[src/rtl/fpu_pkg.sv]
// rtl/fpu_pkg.sv - shared FPU types: rounding modes and the normalizer stage-1 request
package fpu_pkg;

  localparam int unsigned EXP_BITS  = 8;
  localparam int unsigned MAN_BITS  = 23;
  localparam int unsigned PRE_WIDTH = 28;

  typedef enum logic [2:0] {
    RNE = 3'd0,
    RTZ = 3'd1,
    RDN = 3'd2,
    RUP = 3'd3,
    RMM = 3'd4
  } roundmode_e;

  // exp holds the candidate normalized exponent; stage 2 zeroes it for subnormals
  typedef struct packed {
    logic                 sign;
    logic [EXP_BITS-1:0]  exp;
    logic [PRE_WIDTH-1:0] mant;
    logic                 sticky;
    roundmode_e           rnd_mode;
    logic                 eff_sub;
  } norm_req_t;

endpackage

[src/rtl/fpu_utils_lzc.sv]
// rtl/fpu_utils_lzc.sv - combinational leading-zero counter with all-zero flag
module fpu_utils_lzc #(
  parameter  int unsigned Width = 28,
  localparam int unsigned CntW  = $clog2(Width + 1)
) (
  input  logic [Width-1:0] in_i,
  output logic [CntW-1:0]  cnt_o,
  output logic             zero_o
);

  // Scan upward so the highest set bit wins; all-zero input reports Width
  always_comb begin
    cnt_o = CntW'(Width);
    for (int i = 0; i < Width; i++) begin
      if (in_i[i]) cnt_o = CntW'(Width - 1 - i);
    end
  end

  assign zero_o = ~|in_i;

endmodule

[src/rtl/fpu_utils_normalize.sv]
// rtl/fpu_utils_normalize.sv - two-stage normalizer feeding the FPU rounding stage
module fpu_utils_normalize
  import fpu_pkg::*;
#(
  parameter int unsigned ExpBits  = EXP_BITS,
  parameter int unsigned ManBits  = MAN_BITS,
  parameter int unsigned PreWidth = PRE_WIDTH
) (
  input  logic                       clk_i,
  input  logic                       rst_i,
  input  logic                       flush_i,
  input  logic                       in_valid_i,
  output logic                       in_ready_o,
  input  logic                       sign_i,
  input  logic [ExpBits+1:0]         exp_i,
  input  logic [PreWidth-1:0]        mant_i,
  input  logic                       sticky_i,
  input  roundmode_e                 rnd_mode_i,
  input  logic                       eff_sub_i,
  output logic                       out_valid_o,
  input  logic                       out_ready_i,
  output logic [ExpBits+ManBits-1:0] abs_value_o,
  output logic [1:0]                 round_sticky_bits_o,
  output logic                       sign_o,
  output roundmode_e                 rnd_mode_o,
  output logic                       eff_sub_o,
  output logic                       of_before_round_o,
  output logic                       tiny_o
);

  localparam int unsigned ShW = $clog2(PreWidth + 1);
  localparam int unsigned EnW = ExpBits + 3;
  localparam logic signed [EnW-1:0] EnOne = EnW'(1);
  localparam logic signed [EnW-1:0] EnOvf = EnW'((1 << ExpBits) - 1);
  localparam logic signed [EnW-1:0] EnPre = EnW'(PreWidth);

  logic v1_q, v2_q, en1, en2;

  assign en2        = !v2_q || out_ready_i;
  assign en1        = !v1_q || en2;
  assign in_ready_o = en1;

  logic [ShW-1:0]        lz;
  logic                  mant_zero;
  logic signed [EnW-1:0] exp_ext, e_n, rsh;

  fpu_utils_lzc #(.Width(PreWidth)) u_lzc (
    .in_i   (mant_i),
    .cnt_o  (lz),
    .zero_o (mant_zero)
  );

  assign exp_ext = {exp_i[ExpBits+1], exp_i};
  assign e_n     = exp_ext - {{(EnW-ShW){1'b0}}, lz};
  assign rsh     = EnOne - exp_ext;

  norm_req_t      req_d, req_q;
  logic [ShW-1:0] shamt_d, shamt_q;
  logic           shr_d, shr_q, of_d, of_q;

  always_comb begin
    req_d.sign     = sign_i;
    req_d.exp      = ExpBits'(e_n);
    req_d.mant     = mant_i;
    req_d.sticky   = sticky_i;
    req_d.rnd_mode = rnd_mode_i;
    req_d.eff_sub  = eff_sub_i;
    shamt_d        = '0;
    shr_d          = 1'b0;
    of_d           = !mant_zero && (e_n >= EnOvf);
    if (!mant_zero) begin
      if (e_n >= EnOne) begin
        shamt_d = lz;
      end else if (exp_ext >= EnOne) begin
        // Partial normalization: stop where the exponent field reaches 0
        shamt_d = ShW'(exp_ext - EnOne);
      end else begin
        shr_d   = 1'b1;
        shamt_d = (rsh >= EnPre) ? ShW'(PreWidth) : ShW'(rsh);
      end
    end
  end

  always_ff @(posedge clk_i) begin
    if (rst_i) begin
      v1_q    <= 1'b0;
      req_q   <= '0;
      shamt_q <= '0;
      shr_q   <= 1'b0;
      of_q    <= 1'b0;
    end else begin
      if (flush_i)  v1_q <= 1'b0;
      else if (en1) v1_q <= in_valid_i;
      if (en1 && in_valid_i) begin
        req_q   <= req_d;
        shamt_q <= shamt_d;
        shr_q   <= shr_d;
        of_q    <= of_d;
      end
    end
  end

  logic [2*PreWidth-1:0]       wide;
  logic [PreWidth-1:0]         sh;
  logic                        lost;
  logic [ExpBits-1:0]          exp_field;
  logic [ExpBits+ManBits-1:0]  abs_d, abs_q;
  logic [1:0]                  rs_d, rs_q;
  logic                        tiny_d, tiny_q, ovf_q, sign_q, eff_q;
  roundmode_e                  rnd_q;

  // Lower half of wide collects bits pushed out by a right shift
  always_comb begin
    wide = shr_q ? ({req_q.mant, {PreWidth{1'b0}}} >> shamt_q)
                 : {req_q.mant << shamt_q, {PreWidth{1'b0}}};
    sh        = wide[2*PreWidth-1 -: PreWidth];
    lost      = |wide[PreWidth-1:0];
    exp_field = sh[PreWidth-1] ? req_q.exp : '0;
    if (of_q) begin
      abs_d = {ExpBits'((1 << ExpBits) - 2), {ManBits{1'b1}}};
      rs_d  = 2'b11;
    end else begin
      abs_d = {exp_field, sh[PreWidth-2 -: ManBits]};
      rs_d  = {sh[PreWidth-2-ManBits],
               (|sh[PreWidth-3-ManBits:0]) | req_q.sticky | lost};
    end
    tiny_d = (abs_d[ManBits +: ExpBits] == '0);
  end

  always_ff @(posedge clk_i) begin
    if (rst_i) begin
      v2_q   <= 1'b0;
      abs_q  <= '0;
      rs_q   <= '0;
      tiny_q <= 1'b0;
      ovf_q  <= 1'b0;
      sign_q <= 1'b0;
      rnd_q  <= RNE;
      eff_q  <= 1'b0;
    end else begin
      if (flush_i)  v2_q <= 1'b0;
      else if (en2) v2_q <= v1_q;
      if (en2 && v1_q) begin
        abs_q  <= abs_d;
        rs_q   <= rs_d;
        tiny_q <= tiny_d;
        ovf_q  <= of_q;
        sign_q <= req_q.sign;
        rnd_q  <= req_q.rnd_mode;
        eff_q  <= req_q.eff_sub;
      end
    end
  end

  assign out_valid_o         = v2_q;
  assign abs_value_o         = abs_q;
  assign round_sticky_bits_o = rs_q;
  assign tiny_o              = tiny_q;
  assign of_before_round_o   = ovf_q;
  assign sign_o              = sign_q;
  assign rnd_mode_o          = rnd_q;
  assign eff_sub_o           = eff_q;

endmodule

[config.mk]
export PLATFORM = sky130hd
export DESIGN_NAME = fpu_utils_normalize
export DESIGN_NICKNAME = d
export VERILOG_FILES = /design/src/rtl/fpu_pkg.sv /design/src/rtl/fpu_utils_lzc.sv /design/src/rtl/fpu_utils_normalize.sv
export SDC_FILE = /design/constraint.sdc
export NUM_CORES = 1
export LEC_CHECK = 0
export BUFFER_PORTS_ARGS = -buffer_cell sky130_fd_sc_hd__buf_2
export CORE_MARGIN = 4
export CORE_UTILIZATION = 40
export CTS_CLUSTER_DIAMETER = 120
export DETAILED_ROUTE_END_ITERATION = 12
export GPL_TIMING_DRIVEN = 0
export PLACE_DENSITY = 0.67
export RECOVER_POWER = 50
export SLEW_MARGIN = 40
export SYNTH_ARGS = -nofsm -noshare
export SYNTH_HDL_FRONTEND = slang
export SYNTH_HIERARCHICAL = 1
export SYNTH_SLANG_ARGS = --single-unit
[constraint.sdc]
create_clock -name clk_i -period 8.4 [get_ports clk_i]
set_input_delay 1.26 -clock clk_i [delete_from_list [all_inputs] [get_ports clk_i]]
set_output_delay 1.26 -clock clk_i [all_outputs]
set_load 0.005 [all_outputs]
-- Word level (Yosys, flattened, before mapping)
Index checks and enable logic that the tools add are counted.
- output and inout port bits: 42
- logic and storage cells: 80
- bits in registers: 91
- order comparisons: 4
- bitwise operators: 2
- reductions and logical operators: 12
- mux-type cells: 39
- add/sub/neg operators: 3
- shift operators: 2
- operators by type and width (operator ; count):
    two-way mux 5 bit ; 20
    two-way mux 56 bit ; 1
    OR reduction 28 bit ; 2
    right shift 56 x 5 -> 56 bit ; 1
    two-way mux 4 bit ; 8
    two-way mux 31 bit ; 1
    left shift 28 x 5 -> 28 bit ; 1
    two-way mux 3 bit ; 4
    >= comparator 11 x 2 -> 1 bit, second input constant ; 1
    >= comparator 11 x 6 -> 1 bit, second input constant ; 1
    >= comparator 11 x 9 -> 1 bit, second input constant ; 1
    subtractor 10 x 6 -> 11 bit ; 1
    subtractor 2 x 10 -> 11 bit, first input constant ; 1
    >= comparator 10 x 2 -> 1 bit, second input constant ; 1
    zero test 8 bit ; 1
    two-way mux 8 bit ; 1
    subtractor 5 x 2 -> 5 bit, second input constant ; 1
    logical AND 1 bit ; 3
    two-way mux 1 bit ; 3
    OR reduction 3 bit ; 1
    zero test 1 bit ; 2
    logical OR 1 bit ; 2
    two-way mux 2 bit ; 1
    OR 1 bit ; 2
    OR reduction 2 bit ; 1

-- Logic depth before layout (Yosys ltp)
- word-level depth: 32
- mapped depth: 15

-- Cells and area by module
Netlist, hierarchy kept.
- modules (own cells, without submodules) (module ; times used ; cells each ; area each (sq um)):
    fpu_utils_normalize ; 1 ; 866 ; 7025.5
    fpu_utils_lzc ; 1 ; 60 ; 331.6

-- Worst setup path after synthesis
OpenSTA, ideal clock, no wires.
- path type: input to register
- from: input mant_i[13]
- to: register shr_q
- required time: 8330 ps
- slack: 3759 ps
- arrival: 4571 ps
- stages on the path: 14
- path through: or3_1 a211oi_1 o31ai_1 a211oi_1 ha_1 inv_1 fa_1 a211oi_1 o21ai_2 xnor2_1 nor4_4 a41oi_4 or4_1 a21oi_1
- cells in the longest elaborated chain, start to end: 19
- ends and longest elaborated chain (element ; RTL line ; RTL):
    from (decl) ; fpu_utils_normalize.sv:16 ; input logic [PreWidth-1:0] mant_i,
    two-way mux 5 bit (15 in series) ; fpu_utils_lzc.sv:15 ; if (in_i[i]) cnt_o = CntW'(Width - 1 - i);
    named net lz[0] ; fpu_utils_normalize.sv:43 ; logic [ShW-1:0] lz;
    subtractor 10 x 6 -> 11 bit ; fpu_utils_normalize.sv:54 ; assign e_n = exp_ext - {{(EnW-ShW){1'b0}}, lz};
    >= comparator 11 x 2 -> 1 bit ; fpu_utils_normalize.sv:72 ; if (e_n >= EnOne) begin
    two-way mux 1 bit ; fpu_utils_normalize.sv:72 ;
    two-way mux 1 bit ; fpu_utils_normalize.sv:71 ; if (!mant_zero) begin
    to (signal assigned) ; fpu_utils_normalize.sv:97 ; shr_q <= shr_d;
    to (decl) ; fpu_utils_normalize.sv:59 ; logic shr_d, shr_q, of_d, of_q;
The timed path passes the listed nets, and every way through them passes these cells.
A chain may end at the register's enable or synchronous reset.

-- Worst setup path after layout
- from: input mant_i[3]
- to: register shr_q
- cells in the longest elaborated chain, start to end: 29
- ends and longest elaborated chain (element ; RTL line):
    two-way mux 3 bit ; fpu_utils_lzc.sv:15
    two-way mux 4 bit (8 in series) ; fpu_utils_lzc.sv:15
    two-way mux 5 bit (16 in series) ; fpu_utils_lzc.sv:15
    named net lz[0] ; fpu_utils_normalize.sv:43
    subtractor 10 x 6 -> 11 bit ; fpu_utils_normalize.sv:54
    >= comparator 11 x 2 -> 1 bit ; fpu_utils_normalize.sv:72
    two-way mux 1 bit ; fpu_utils_normalize.sv:72
    two-way mux 1 bit ; fpu_utils_normalize.sv:71
The timed path passes the listed nets, and every way through them passes these cells.

==> results.ini <==
[outcome]
status=complete, no violations

[finish]
area_growth_pct=13.1
final_cells=1257
fillers=1870
final_cell_mix=157 x nand2_1, 97 x nor2_1, 94 x a21oi_1
nNetsFinal=1081
layout_commonest_cell=nand2_1
antenna_cells=0
drive_gt1_share_pct=16.1
fin_area_um2=8320

[synth]
ys_seq_area_share_pct=24.8
synth_nets=984
ys_ff_latch=91
ys_warn_count=6
syn_avg_cell_area_um2=7.94
synth_area_um2=7360
synth.lib_cells_used.distinct=75
synth_flop_cell=dfxtp_1
synth_edf_count=0
ys_async_sr_fraction_pct=0
syn_inst=926

[floorplan]
start_util_pct=40.8
core_um2=18000
ioPinCount=91
die_x_um=144
fp.dieH_um=144
die_area_um2=20600
row_count=49

[route]
vias=7813
drt_iter0_drc=977
drtPass1Iterations=5
ant_nets=0
drc=0
vias_per_cell=6.22
wirelength_um=26100
detail_route.wl_per_cell_um=20.7

[clock_tree]
clock_latency_ns=0.35
cts_tree=yes
numClockSinks=91
cts-root-buf=clkbuf_16
postCtsHoldBufs=0
cts_buffers=9
ctsHtreeMaxLevel=3
post-cts-setup-buffers=0
clk_pin_slew_ns=0.07
ctsResizeCount=0
clock_tree.buffer_depth=2

[grt]
grt_antenna_before_repair=0
grt-ovfl-total=0
grt_pass1_vias=7116
grt_max_degree=18
grt_use_met1_pct=34.8
grt_first_pass_wirelength_um=39900
busiest_layer=met2
grt_use_total_pct=24.8
grt_use_met3_pct=2.76
grt_use_met2_pct=39.5

[flow_run]
max_cap_violations=0

[sta]
clock.fmax_ghz=0.195
layout_min_cycle_time_ns=5.12
maxSlewHeadroom_pct=53.3
hold_viol=0
setup_viol=0
setup_tns_ns=0
rsz0062_at_grt=no
tightest_slew_ns=0.691
report.final.slew_viol_count=0
fin_crit_sh_pct=60.9
fin_skew_ns=0.0119

[critical_path]
critical_path.max_fanout=6
critPathArrivalTime_ns=5.39
required_ns=8.67
startpoint_type=primary input
path_class=in -> reg
r2r_slack_ns=5.42
critical_path.endpoint_type=flip-flop

[place]
dp_cells=1241
place_area_um2=8070
place_hpwl_um=20200
gp_congestion=0.988
port_buffers=86

[hold_path]
worstHoldPathType=reg -> reg

[power_and_ir_drop]
power_leakage_nw=2.96
ir_worst_vdd_v=0.0000998
p_per_area_nw_per_um2=148

==> through the flow <==
step                util [%]  setup slack, ns  hold WS, ns  power (W)
floorplan                  -             3.76        0.432   0.000723
global placement        44.8             2.98        0.443   0.000836
detailed placement      44.8             2.91        0.443   0.000839
CTS                     46.4             3.24        0.453    0.00123
global route            46.2             3.01        0.476    0.00129
finish                  46.2             3.28        0.453    0.00123
==> report_power, final <==
| group | internal (W) | switching, W | total [W] |
|---|---|---|---|
| Clock | 0.000214 | 0.000182 | 0.000395 |
| Sequential | 0.000455 | 0.0000245 | 0.000479 |
| Combinational | 0.000139 | 0.000220 | 0.000359 |
| Total | 0.000808 | 0.000426 | 0.00123 |
==> critical path: stages <==
cell	delay [ns]
buf_2	0.12
or2b_1	0.15
o311ai_0	0.15
a211oi_1	0.38
o31ai_1	0.14
a211oi_1	0.47
ha_1	0.26
inv_1	0.05
fa_1	0.43
a211oi_1	0.33
o21ai_2	0.14
xnor2_1	0.21
nor4_4	0.35
a41oi_4	0.23
or4_1	0.55
a21oi_1	0.17
==> final cells by class <==
| cell class | instances | area, um^2 | share of cell area (%) |
|---|---|---|---|
| inverter | 23 | 86.3 | 1.04 |
| buffer | 83 | 367 | 4.40 |
| sequential | 91 | 1820 | 21.9 |
| multi-input combinational | 729 | 5080 | 61.0 |
| tap | 229 | 287 | 3.44 |
| timing repair buffer | 86 | 390 | 4.69 |
| clock buffer | 10 | 239 | 2.87 |
| clock inverter | 6 | 52.6 | 0.631 |
==> final timing paths <==
check,startpoint,end,depth (start not counted)
worst max-delay path,mant_i[3],shr_q$_SDFFE_PP0P_,16
worst min-delay path,req_q[41]$_SDFFE_PP0P_,sign_o$_SDFFE_PP0P_,2
worst max register to register,shamt_q[2]$_SDFFE_PP0P_,abs_value_o[8]$_SDFFE_PP0P_,10
worst min register to register,req_q[41]$_SDFFE_PP0P_,sign_o$_SDFFE_PP0P_,2
==> cells in the mapped netlist, types with 4 or more instances <==
library cell | number | area share [%]
a211o_1 | 4 | 0.48
a211oi_1 | 19 | 1.9
a21o_1 | 4 | 0.41
a21oi_1 | 94 | 6.4
a22oi_1 | 4 | 0.41
a31oi_1 | 10 | 0.85
and2_1 | 4 | 0.34
buf_1 | 4 | 0.20
buf_2 | 15 | 1.0
buf_4 | 6 | 0.61
clkbuf_1 | 56 | 2.9
dfxtp_1 | 91 | 25
ha_1 | 8 | 1.4
inv_1 | 21 | 1.1
mux2_2 | 11 | 1.7
mux2i_1 | 43 | 5.9
mux4_2 | 51 | 16
nand2_1 | 157 | 8.0
nand2b_1 | 4 | 0.34
nand3_1 | 10 | 0.68
nand3b_1 | 6 | 0.61
nor2_1 | 97 | 4.9
nor2b_1 | 6 | 0.51
nor3_1 | 39 | 2.7
nor4_1 | 9 | 0.77
o211ai_1 | 4 | 0.41
o21a_1 | 4 | 0.41
o21ai_0 | 22 | 1.5
o21ai_1 | 22 | 1.5
o22ai_1 | 17 | 1.4
o31ai_1 | 5 | 0.51
o41ai_1 | 4 | 0.48
or3_1 | 4 | 0.34
xnor2_1 | 6 | 0.71
==> cell families after synthesis <==
logic type | after synthesis | share of synthesized area, %
compound gates | 245 | 20.8
xor+xnor | 9 | 1.07
fa+ha+maj | 9 | 1.63
buf+inv | 106 | 6.17
flops | 91 | 24.8
mux | 108 | 23.6
simple gates | 358 | 21.9
==> state kept, by name, indices dropped and copies added (netlist names), 2 cells and up <==
name / flops
req_q: 42
abs_value_o: 31
shamt_q: 5
rnd_mode_o: 3
round_sticky_bits_o: 2
==> routing by layer <==
| layer | part of all wire [%] | up-vias |
|---|---|---|
| li1 | - | 3600 |
| met1 | 42 | 3696 |
| met2 | 46 | 437 |
| met5 | 0 | - |
| met3 | 8.2 | 80 |
| met4 | 4.3 | 0 |
Power figures use the tool's default switching activity.
